File: config.mk
export PLATFORM = sky130hd
export DESIGN_NAME = pcu_nway
export DESIGN_NICKNAME = d
export VERILOG_FILES = /design/src/rtl/pcu_nway.sv
export SDC_FILE = /design/constraint.sdc
export NUM_CORES = 1
export LEC_CHECK = 0
export ABC_AREA = 0
export ABC_CLOCK_PERIOD_IN_PS = 2300
export CORE_ASPECT_RATIO = 1.75
export CORE_UTILIZATION = 25
export DETAILED_ROUTE_END_ITERATION = 16
export PLACE_DENSITY = 0.57
export SLEW_MARGIN = 5
export SYNTH_ARGS = -nofsm -noshare
export SYNTH_HDL_FRONTEND = slang
export SYNTH_SLANG_ARGS = --single-unit
File: constraint.sdc
create_clock -name clk -period 2.3 [get_ports clk]
set_input_delay 0.345 -clock clk [delete_from_list [all_inputs] [get_ports clk]]
set_output_delay 0.345 -clock clk [all_outputs]
set_load 0.02 [all_outputs]
File: src/rtl/pcu_nway.sv
// pcu_nway: N-way fetch PC unit with prioritised, buffered redirects.
// Optional PCU_PERF_EN adds saturating stall / applied-redirect counters.
module pcu_nway #(
  parameter int              ADDR_W    = 32,
  parameter int              WAYS      = 2,
  parameter int              NUM_REDIR = 2,
  parameter logic [ADDR_W-1:0] RESET_PC = 'h4
) (
  input  logic                        clk,
  input  logic                        reset_n,
  input  logic                        ready_i,
  input  logic [NUM_REDIR-1:0]        redir_valid_i,
  input  logic [NUM_REDIR*ADDR_W-1:0] redir_addr_i,
  output logic                        valid_o,
  output logic [ADDR_W-1:0]           pc_o,
  output logic [WAYS-1:0]             lane_mask_o,
  output logic                        redir_pend_o
`ifdef PCU_PERF_EN
  ,
  output logic [31:0]                 stall_cnt_o,
  output logic [31:0]                 redir_cnt_o
`endif
);

  localparam int BUNDLE_BYTES = 4 * WAYS;
  localparam logic [ADDR_W-1:0] OFS_MASK =
    ADDR_W'(BUNDLE_BYTES - 1);
  localparam logic [ADDR_W-1:0] STEP =
    ADDR_W'(BUNDLE_BYTES);

  typedef enum logic {
    FETCH = 1'b0,
    STALL = 1'b1
  } state_t;

  function automatic logic [WAYS-1:0] first_mask(
    input logic [ADDR_W-1:0] a
  );
    logic [ADDR_W-1:0] lane;
    logic [WAYS-1:0]   m;
    lane = (a >> 2) & ADDR_W'(WAYS - 1);
    for (int i = 0; i < WAYS; i++) begin
      m[i] = (ADDR_W'(i) >= lane);
    end
    return m;
  endfunction

  function automatic logic [ADDR_W-1:0] align(
    input logic [ADDR_W-1:0] a
  );
    return a & ~OFS_MASK;
  endfunction

  state_t            state_q, state_d;
  logic [ADDR_W-1:0] pc_q, pc_d;
  logic [WAYS-1:0]   mask_q, mask_d;
  logic              pend_q, pend_d;
  logic [ADDR_W-1:0] pend_addr_q, pend_addr_d;
  logic              arb_valid;
  logic [ADDR_W-1:0] arb_addr;
  logic              applied;

  // Fixed priority: lowest asserted channel wins, others dropped.
  always_comb begin
    arb_valid = 1'b0;
    arb_addr  = '0;
    for (int k = NUM_REDIR - 1; k >= 0; k--) begin
      if (redir_valid_i[k]) begin
        arb_valid = 1'b1;
        arb_addr  = redir_addr_i[k*ADDR_W +: ADDR_W];
      end
    end
  end

  // Next PC / mask / pending / state selection.
  always_comb begin
    state_d     = FETCH;
    pc_d        = pc_q;
    mask_d      = mask_q;
    pend_d      = pend_q;
    pend_addr_d = pend_addr_q;
    applied     = 1'b0;
    unique case (1'b1)
      !ready_i: begin
        state_d = STALL;
        if (arb_valid) begin
          pend_d      = 1'b1;
          pend_addr_d = arb_addr;
        end
      end
      ready_i && arb_valid: begin
        pc_d    = align(arb_addr);
        mask_d  = first_mask(arb_addr);
        pend_d  = 1'b0;
        applied = 1'b1;
      end
      ready_i && !arb_valid && pend_q: begin
        pc_d    = align(pend_addr_q);
        mask_d  = first_mask(pend_addr_q);
        pend_d  = 1'b0;
        applied = 1'b1;
      end
      default: begin
        pc_d   = pc_q + STEP;
        mask_d = '1;
      end
    endcase
  end

  // State, PC and pending-buffer registers.
  always_ff @(posedge clk or negedge reset_n) begin
    if (!reset_n) begin
      state_q     <= FETCH;
      pc_q        <= align(RESET_PC);
      mask_q      <= first_mask(RESET_PC);
      pend_q      <= 1'b0;
      pend_addr_q <= '0;
    end else begin
      state_q     <= state_d;
      pc_q        <= pc_d;
      mask_q      <= mask_d;
      pend_q      <= pend_d;
      pend_addr_q <= pend_addr_d;
    end
  end

  assign valid_o      = (state_q == FETCH);
  assign pc_o         = pc_q;
  assign lane_mask_o  = mask_q;
  assign redir_pend_o = pend_q;

`ifdef PCU_PERF_EN
  // Saturating stall and applied-redirect counters.
  always_ff @(posedge clk or negedge reset_n) begin
    if (!reset_n) begin
      stall_cnt_o <= '0;
      redir_cnt_o <= '0;
    end else begin
      if (!ready_i && stall_cnt_o != '1) begin
        stall_cnt_o <= stall_cnt_o + 32'd1;
      end
      if (applied && redir_cnt_o != '1) begin
        redir_cnt_o <= redir_cnt_o + 32'd1;
      end
    end
  end
`else
  logic unused_applied;
  assign unused_applied = applied;
`endif

endmodule

==> results_dict.tcl, run 1 <==
set metrics [dict create \
    pre_cts_ws_ps 215 \
    final_cells 839 \
    drive_gt1_frac 0.0948 \
    cts_setup_buffers 0 \
    fp-row-count 63 \
    vias_per_cell 5.50 \
    ctsRootBufferMaster "clkbuf_16" \
    grt_pass1_wl_um 24700 \
    synth_cell_types 61 \
    max_slew_margin 0.572 \
    holdWs_ps 17.2 \
    synth_area_um2 4300 \
    syn2layout_area_growth_pct 36.8 \
    finalHoldViolCount 0 \
    cts_resized 0 \
    synthTopCellsByArea "dfrtp_1, a22oi_1, nor2b_1, o21ai_0, a21oi_1" \
    insertion_delay_ps 330 \
    coreArea_um2 16900 \
    ys_seq_area_frac 0.361 \
    nNetsFinal 678 \
    ys_ff_latch 62 \
    critPathMaxStageDelay_ps 570 \
    async_flop_share 1.00 \
    rsz0062_at_grt "false" \
    ant_nets 0 \
    fin_util 0.349 \
    fin_area_um2 5890 \
    syn-mean-instance-area_um2 8.36 \
    synth_edf_count 0 \
    antenna_found_initial 0 \
    first_global_vias 4493 \
    grt_util_all_layers 0.183 \
    critPathSlowestCell "nor2b_1" \
    yosys_most_used_dff "dfrtp_1" \
    cp_max_fo 8 \
    final_cell_mix "clkdlybuf4s50_1, dfrtp_1, o21ai_0" \
    crit_type "flip-flop to flip-flop" \
    status "finished clean" \
    die-width_um 101 \
    ir_drop_v 0.000326 \
    gp_congestion 0.832 \
    fillers 1770 \
    p_per_area_nw_per_um2 645 \
    max_freq_ghz 0.483 \
    die_h_um 176 \
    ys_warn_count 0 \
    leakage_nw 2.24 \
    tns_ps 0 \
    min_path_type "input port to async pin" \
    dieArea_um2 17800 \
    pin_count 105 \
    cts_made_buffers 9 \
    end_kind "flip-flop" \
    required_ps 2570 \
    dp_cells 824 \
    startpoint_type "flip-flop" \
    drt_wl_total_um 16100 \
    cts_sinks 62 \
    synth_area_leader_cell "dfrtp_1" \
    finalWorstSetupSlack_ps 228 \
    finalClockSkew_ps 2.12 \
    cts_tree "built" \
    post_dp_cell_area_um2 5600 \
    worst_pin_slew_ps 637 \
    grt_max_degree 63 \
    start_util 0.255 \
    finalSetupViolCount 0 \
    drtIter0Drc 381 \
    numPortBuffers 96 \
    layout_commonest_cell "clkdlybuf4s50_1" \
    htree_num_levels 3 \
    diodes 0 \
    wl_per_cell_um 19.2 \
    dp_hpwl_um 11700 \
    period_needed_ps 2070 \
    fin_crit_sh 0.901 \
    slew_viol_final 0 \
    drc 0 \
    cp.arrival_ps 2340 \
    vias 4617 \
    cts_hold_buf 0 \
    drt_first_pass_iters 5 \
    cts_max_path_buffers 2 \
    drv_cap 0 \
    power.total_mw 3.80 \
    path_cells "nor2b_1, a22oi_1, o21ai_0, a221o_1" \
    grt_overflow_total 0 \
    synth_cells 515 \
    clkTransAtPathRegs_ps 50 \
    synth_top_area_frac 0.361 \
]
-- synth_stat cells (3+ instances only) --
cell type	instances
dfrtp_1	62
clkbuf_1	30
o211ai_1	8
inv_1	15
nor2b_1	36
nand3_1	10
a2111o_1	7
o21ai_0	42
buf_1	3
buf_4	4
o2bb2ai_1	5
nand2b_1	3
nor4_1	8
and2_1	12
a22oi_1	37
a21o_1	3
o22ai_1	10
a22o_1	7
nand3b_1	5
or3_1	3
a31oi_1	8
nand4_1	10
nor3_1	13
a211oi_1	13
and4_1	6
buf_2	7
and3b_1	8
a221o_1	4
a21oi_1	38
nand2_1	28
nor2_1	28
a221oi_1	5
-- report_power, final --
part | switching [mW] | internal [mW] | total (mW)
registers | 0.203 | 1.24 | 1.45
logic | 0.533 | 0.496 | 1.03
clock network | 0.480 | 0.842 | 1.32
total | 1.22 | 2.58 | 3.80
-- flip-flops by register name (all words and copies together) (netlist names) --
signal and count:
state_q 1, redir_pend_o 1, pend_addr_q 30, lane_mask_o 1
pc_o 29
-- logic make-up (layout without fill, tap and decap cells) --
group,Yosys count,in the layout,share of synthesized area
other cells,2,4,0.00175
mux,1,1,0.00262
simple gates,184,184,0.251
fa+ha+maj,1,1,0.00291
buf+inv,63,158,0.0628
flops,62,62,0.361
compound gates,202,202,0.319
-- per-layer routing --
layer | routed length [µm] | vias up | global-route usage
met5 | 0 | - | 0
met4 | 616 | 0 | 0.0833
met1 | 5960 | 2251 | 0.205
met2 | 8660 | 187 | 0.333
li1 | - | 2149 | -
met3 | 839 | 30 | 0.0267
-- critical path: cells and delay by family (launching register included) --
kind,cells,cell delay [ps]
DFF,1,520
AOI/OAI and AO/OA,3,910
and+or+nand+nor,1,570
-- path summary, 6_finish.rpt --
check,start,endpoint,slack [ps],cells past startpoint
max in group asynchronous,reset_n,pend_addr_q[16],1980,2
setup reg to reg,redir_pend_o,pc_o[22],230,4
min in group clk,ready_i,lane_mask_o[0],490,3
hold reg to reg,lane_mask_o[0],lane_mask_o[0],530,2
setup / recovery,redir_pend_o,pc_o[22],230,4
hold / removal,reset_n,state_q,20,2
-- area by class of cell --
type | count | area, µm² | share of cell area
inverter | 16 | 60.1 | 0.0102
sequential | 62 | 1550 | 0.263
clock buffer | 15 | 288 | 0.0489
multi-input combinational | 392 | 2490 | 0.424
timing repair buffer | 127 | 1210 | 0.206
tap | 227 | 284 | 0.0482
Power figures use the tool's default switching activity.
==> run 2: changes to the inputs <==
--- a/config.mk
+++ b/config.mk
@@ -7,11 +7,13 @@
 export LEC_CHECK = 0
 export ABC_AREA = 0
 export ABC_CLOCK_PERIOD_IN_PS = 2300
+export CAP_MARGIN = 20
 export CORE_ASPECT_RATIO = 1.75
 export CORE_UTILIZATION = 25
 export DETAILED_ROUTE_END_ITERATION = 16
 export PLACE_DENSITY = 0.57
-export SLEW_MARGIN = 5
+export RECOVER_POWER = 25
+export SLEW_MARGIN = 20
 export SYNTH_ARGS = -nofsm -noshare
 export SYNTH_HDL_FRONTEND = slang
 export SYNTH_SLANG_ARGS = --single-unit
==> run 2 against run 1 <==
  * The flow now finishes with violations (max-capacitance violations, max-slew violations)
  * Sequential power about the same
  * Sequential cell count unchanged
  * Power decreased by 0.11%
  * Maximum frequency decreased by 0.56%
  * Hold slack improved by 470 ps
  * Utilization decreased by 0.089 points
  * Wire length about the same
  * Setup slack got worse by 12 ps
  * Combinational power about the same
  * First-iteration DRC count decreased by 2.4%
  * Global-route usage unchanged
  * Register-to-register slack about the same
==> results_dict.tcl, run 2 (same netlist as run 1, synthesis figures left out) <==
set metrics [dict create \
    dp_hpwl_um 11700 \
    path_cells "nor2b_1, a22oi_1, o21ai_0, a221o_1" \
    grt_pass1_wl_um 24700 \
    startpoint_type "flip-flop" \
    worst_pin_slew_ps 1670 \
    vias 4652 \
    cts_made_buffers 9 \
    dp_cells 824 \
    final_cells 839 \
    status "complete, but fails checks" \
    max_freq_ghz 0.480 \
    cts_max_path_buffers 2 \
    clkTransAtPathRegs_ps 50 \
    cp.arrival_ps 2350 \
    hp-start "ready_i" \
    largest_reg_flops 30 \
    slew_viol_final 63 \
    cts_resized 0 \
    fillers 1771 \
    cts_tree "built" \
    htree_num_levels 3 \
    required_ps 2560 \
    critPathMaxStageDelay_ps 580 \
    critPathSlowestCell "nor2b_1" \
    syn2layout_area_growth_pct 36.5 \
    top_register "pend_addr_q" \
    end_kind "flip-flop" \
    tns_ps 0 \
    diodes 0 \
    whs_endpoint "lane_mask_o[0]" \
    grt_max_degree 63 \
    cts_sinks 62 \
    multiInputGateArea_um2 2490 \
    nNetsFinal 678 \
    drc 0 \
    drt_wl_total_um 16100 \
    grt_util_all_layers 0.183 \
    die_h_um 176 \
    worstReg2RegEnd "pc_o[22]" \
    hold_depth 3 \
    drive_gt1_frac 0.0948 \
    gp_congestion 0.832 \
    p_per_area_nw_per_um2 646 \
    crit_type "flip-flop to flip-flop" \
    vias_per_cell 5.54 \
    min_path_type "input port to flip-flop" \
    numPortBuffers 96 \
    start_util 0.255 \
    rsz0062_at_grt "false" \
    critPathBufInv 0 \
    max_slew_margin -0.116 \
    antenna_found_initial 0 \
    r2r_slack_ps 220 \
    finalHoldViolCount 0 \
    cts_setup_buffers 0 \
    layout_commonest_cell "clkdlybuf4s50_1" \
    ir_drop_v 0.000320 \
    fin_crit_sh 0.906 \
    rr_worst_depth 4 \
    pin_count 105 \
    first_global_vias 4493 \
    dieArea_um2 17800 \
    fp-row-count 63 \
    coreArea_um2 16900 \
    period_needed_ps 2080 \
    cp_top_family "compound AO/OA/AOI/OAI gates" \
    ctsRootBufferMaster "clkbuf_16" \
    ant_nets 0 \
    leakage_nw 2.24 \
    drv_cap 1 \
    wl_per_cell_um 19.2 \
    insertion_delay_ps 330 \
    grt_overflow_total 0 \
    violations "max-capacitance violations, max-slew violations" \
    cp_max_fo 8 \
    finalClockSkew_ps 3.16 \
    final_cell_mix "clkdlybuf4s50_1, dfrtp_1, o21ai_0" \
    die-width_um 101 \
    drt_first_pass_iters 5 \
    regToRegStartpoint "redir_pend_o" \
    seqCellArea_um2 1550 \
    cts_hold_buf 0 \
    finalSetupViolCount 0 \
    drtIter0Drc 372 \
]
-- run 2: report_power, final --
part | switching [mW] | total (mW) | internal [mW]
sequential | 0.202 | 1.45 | 1.24
combinational | 0.533 | 1.03 | 0.493
clock | 0.479 | 1.32 | 0.842
-- run 2: how the worst max path moves through the flow --
stage	from	to	slack, ps	depth (start not counted)
finish	redir_pend_o	pc_o[22]	220	4
global route	pc_o[5]	pc_o[24]	250	4
CTS	redir_pend_o	pc_o[22]	310	4
detailed placement	redir_valid_i[0]	pc_o[24]	220	6
global placement	redir_valid_i[0]	pc_o[18]	270	6
floorplan	pc_o[3]	pc_o[19]	410	6
-- run 2: cell type report --
type,instances,share of cell area
repair buffers,127,0.204
clock buffers,15,0.0490
multi-input cells,392,0.425
well taps,227,0.0484
inverters,16,0.0102
flip-flops and latches,62,0.264
-- run 2: worst reg2reg max path, cell delays in order, from the launching register on --
cell	delay [ps]
dfrtp_1	520
nor2b_1	580
a22oi_1	140
o21ai_0	520
a221o_1	260
-- run 2: metrics by stage --
step                power [mW]  setup WS, ps  hold slack [ps]  area (µm²)  utilization
floorplan                 1.95           411             49.4        4310            -
global placement          2.46           273              396        5600        0.332
detailed placement        2.49           215              397        5600        0.332
CTS                       3.83           306             50.2        5890        0.349
global route              3.99           247              500        5870        0.348
finish                    3.79           217              488        5870        0.348
-- run 2: layer usage --
metal	global-route usage	part of all wire	vias to the layer above
met1	0.205	0.37	2274
met4	0.0833	0.039	0
met3	0.0267	0.049	31
li1	-	-	2147
met5	0	0	-
met2	0.333	0.54	200
==> run 3: changes to the inputs <==
--- a/config.mk
+++ b/config.mk
@@ -9,7 +9,9 @@
 export ABC_CLOCK_PERIOD_IN_PS = 2300
 export CAP_MARGIN = 20
 export CORE_ASPECT_RATIO = 1.75
+export CORE_MARGIN = 5
 export CORE_UTILIZATION = 25
+export CTS_CLUSTER_DIAMETER = 60
 export DETAILED_ROUTE_END_ITERATION = 16
 export PLACE_DENSITY = 0.57
 export RECOVER_POWER = 25
@@ -17,3 +19,4 @@
 export SYNTH_ARGS = -nofsm -noshare
 export SYNTH_HDL_FRONTEND = slang
 export SYNTH_SLANG_ARGS = --single-unit
+export TNS_END_PERCENT = 100
==> run 3 against run 2 <==
  * The flow still finishes with violations (max-capacitance violations, max-slew violations)
  * Hold slack got worse by 110 ps
  * Utilization grew 0.22 points
  * Combinational power about the same
==> results_dict.tcl, run 3 (same netlist as run 1, synthesis figures left out) <==
set metrics [dict create \
    dp_hpwl_um 12600 \
    htree_num_levels 3 \
    dieArea_um2 20000 \
    vias 4670 \
    finalSetupViolCount 0 \
    p_per_area_nw_per_um2 669 \
    grt_max_degree 34 \
    drt_wl_total_um 16800 \
    largest_reg_flops 30 \
    ir_drop_v 0.000324 \
    violations "max-capacitance violations, max-slew violations" \
    clkTransAtPathRegs_ps 60 \
    drive_gt1_frac 0.100 \
    die_h_um 184 \
    crit_type "flip-flop to output pin" \
    max_freq_ghz 0.525 \
    wl_per_cell_um 19.9 \
    finalClockSkew_ps 9.36 \
    slew_viol_final 27 \
    top_register "pend_addr_q" \
    fp-row-count 63 \
    layout_commonest_cell "clkdlybuf4s50_1" \
    ant_nets 0 \
    drv_cap 1 \
    nNetsFinal 683 \
    use_met3 0.0246 \
    grt_pass1_wl_um 25600 \
    cts_max_path_buffers 2 \
    cp_max_fo 7 \
    min_path_type "input port to async pin" \
    coreArea_um2 16900 \
    end_kind "output pin" \
    worst_pin_slew_ps 1530 \
    status "complete, but fails checks" \
    diodes 0 \
    numPortBuffers 96 \
    cts_sinks 62 \
    cts_setup_buffers 0 \
    leakage_nw 2.27 \
    fin_util 0.350 \
    met2_usage 0.298 \
    drt_first_pass_iters 5 \
    syn2layout_area_growth_pct 38.0 \
    grt_util_all_layers 0.165 \
    startpoint_type "flip-flop" \
    gp_congestion 0.832 \
    pin_count 105 \
    first_global_vias 4611 \
    tns_ps 0 \
    antenna_found_initial 0 \
    start_util 0.254 \
    cts_made_buffers 9 \
    gr-usage-met1 0.188 \
    final_cell_mix "clkdlybuf4s50_1, dfrtp_1, o21ai_0" \
    finalHoldViolCount 0 \
    max_slew_margin -0.0197 \
    cp.arrival_ps 1560 \
    drtIter0Drc 308 \
    required_ps 1960 \
    ctsRootBufferMaster "clkbuf_16" \
    die-width_um 109 \
    cts_tree "built" \
    insertion_delay_ps 330 \
    grt_overflow_total 0 \
    rsz0062_at_grt "false" \
    vias_per_cell 5.53 \
    grt-busiest-layer "met2" \
    fin_crit_sh 0.828 \
    drc 0 \
    cts_hold_buf 0 \
    period_needed_ps 1900 \
    r2r_slack_ps 400 \
    cts_resized 0 \
]
[run 3: changes by cell type in the layout (fill, tap and decap cells not counted), moves of 2 or more]
cell | before | now
buf_4 | 28 | 33
bufinv_16 | 0 | 2
clkbuf_8 | 4 | 1
clkinv_2 | 0 | 2
[run 3: final timing paths]
kind | startpoint | to | depth (start not counted)
min in group clk | redir_valid_i[0] | pend_addr_q[23] | 2
min | reset_n | state_q | 1
max | pc_o[11] | pc_o[11] | 2
min reg2reg | lane_mask_o[0] | lane_mask_o[0] | 2
max in group asynchronous | reset_n | pc_o[25] | 2
max reg2reg | pc_o[10] | pc_o[25] | 5
[run 3: stage by stage]
stage	worst slack, ps	hold WS (ps)	power [mW]	area, µm²	std cells
CTS	363	46.3	4.00	5940	845
global route	203	524	4.14	5940	845
global placement	229	401	2.47	5630	829
floorplan	411	49.4	1.95	4310	517
finish	395	375	3.97	5940	845
detailed placement	210	396	2.51	5630	829
[run 3: worst max-delay path, cell delays in order (launching register included)]
cell             delay (ps)
dfrtp_1                 410
buf_4                   180
clkdlybuf4s50_1         640
[run 3: final cells by class]
class / count / area (µm²)
fillers: 1760 / 11000
multi-input cells: 392 / 2490
flip-flops and latches: 62 / 1550
repair buffers: 132 / 1230
well taps: 227 / 284
clock buffers: 12 / 246
clock inverters: 4 / 70.1
inverters: 16 / 60.1
[run 3: where the power goes]
group          total, mW  internal, mW  leakage (nW)  switching, mW
registers           1.43          1.24         0.748          0.188
logic               1.05         0.501          1.37          0.550
clock network       1.49         0.976         0.157          0.514
total               3.97          2.72          2.27           1.25
[run 3: metal layers]
metal / share of wire / wire (µm) / vias up
li1: - / - / 2155
met1: 0.37 / 6140 / 2301
met2: 0.54 / 9150 / 179
met3: 0.054 / 907 / 35
met4: 0.036 / 607 / 0
met5: 0 / 0 / -
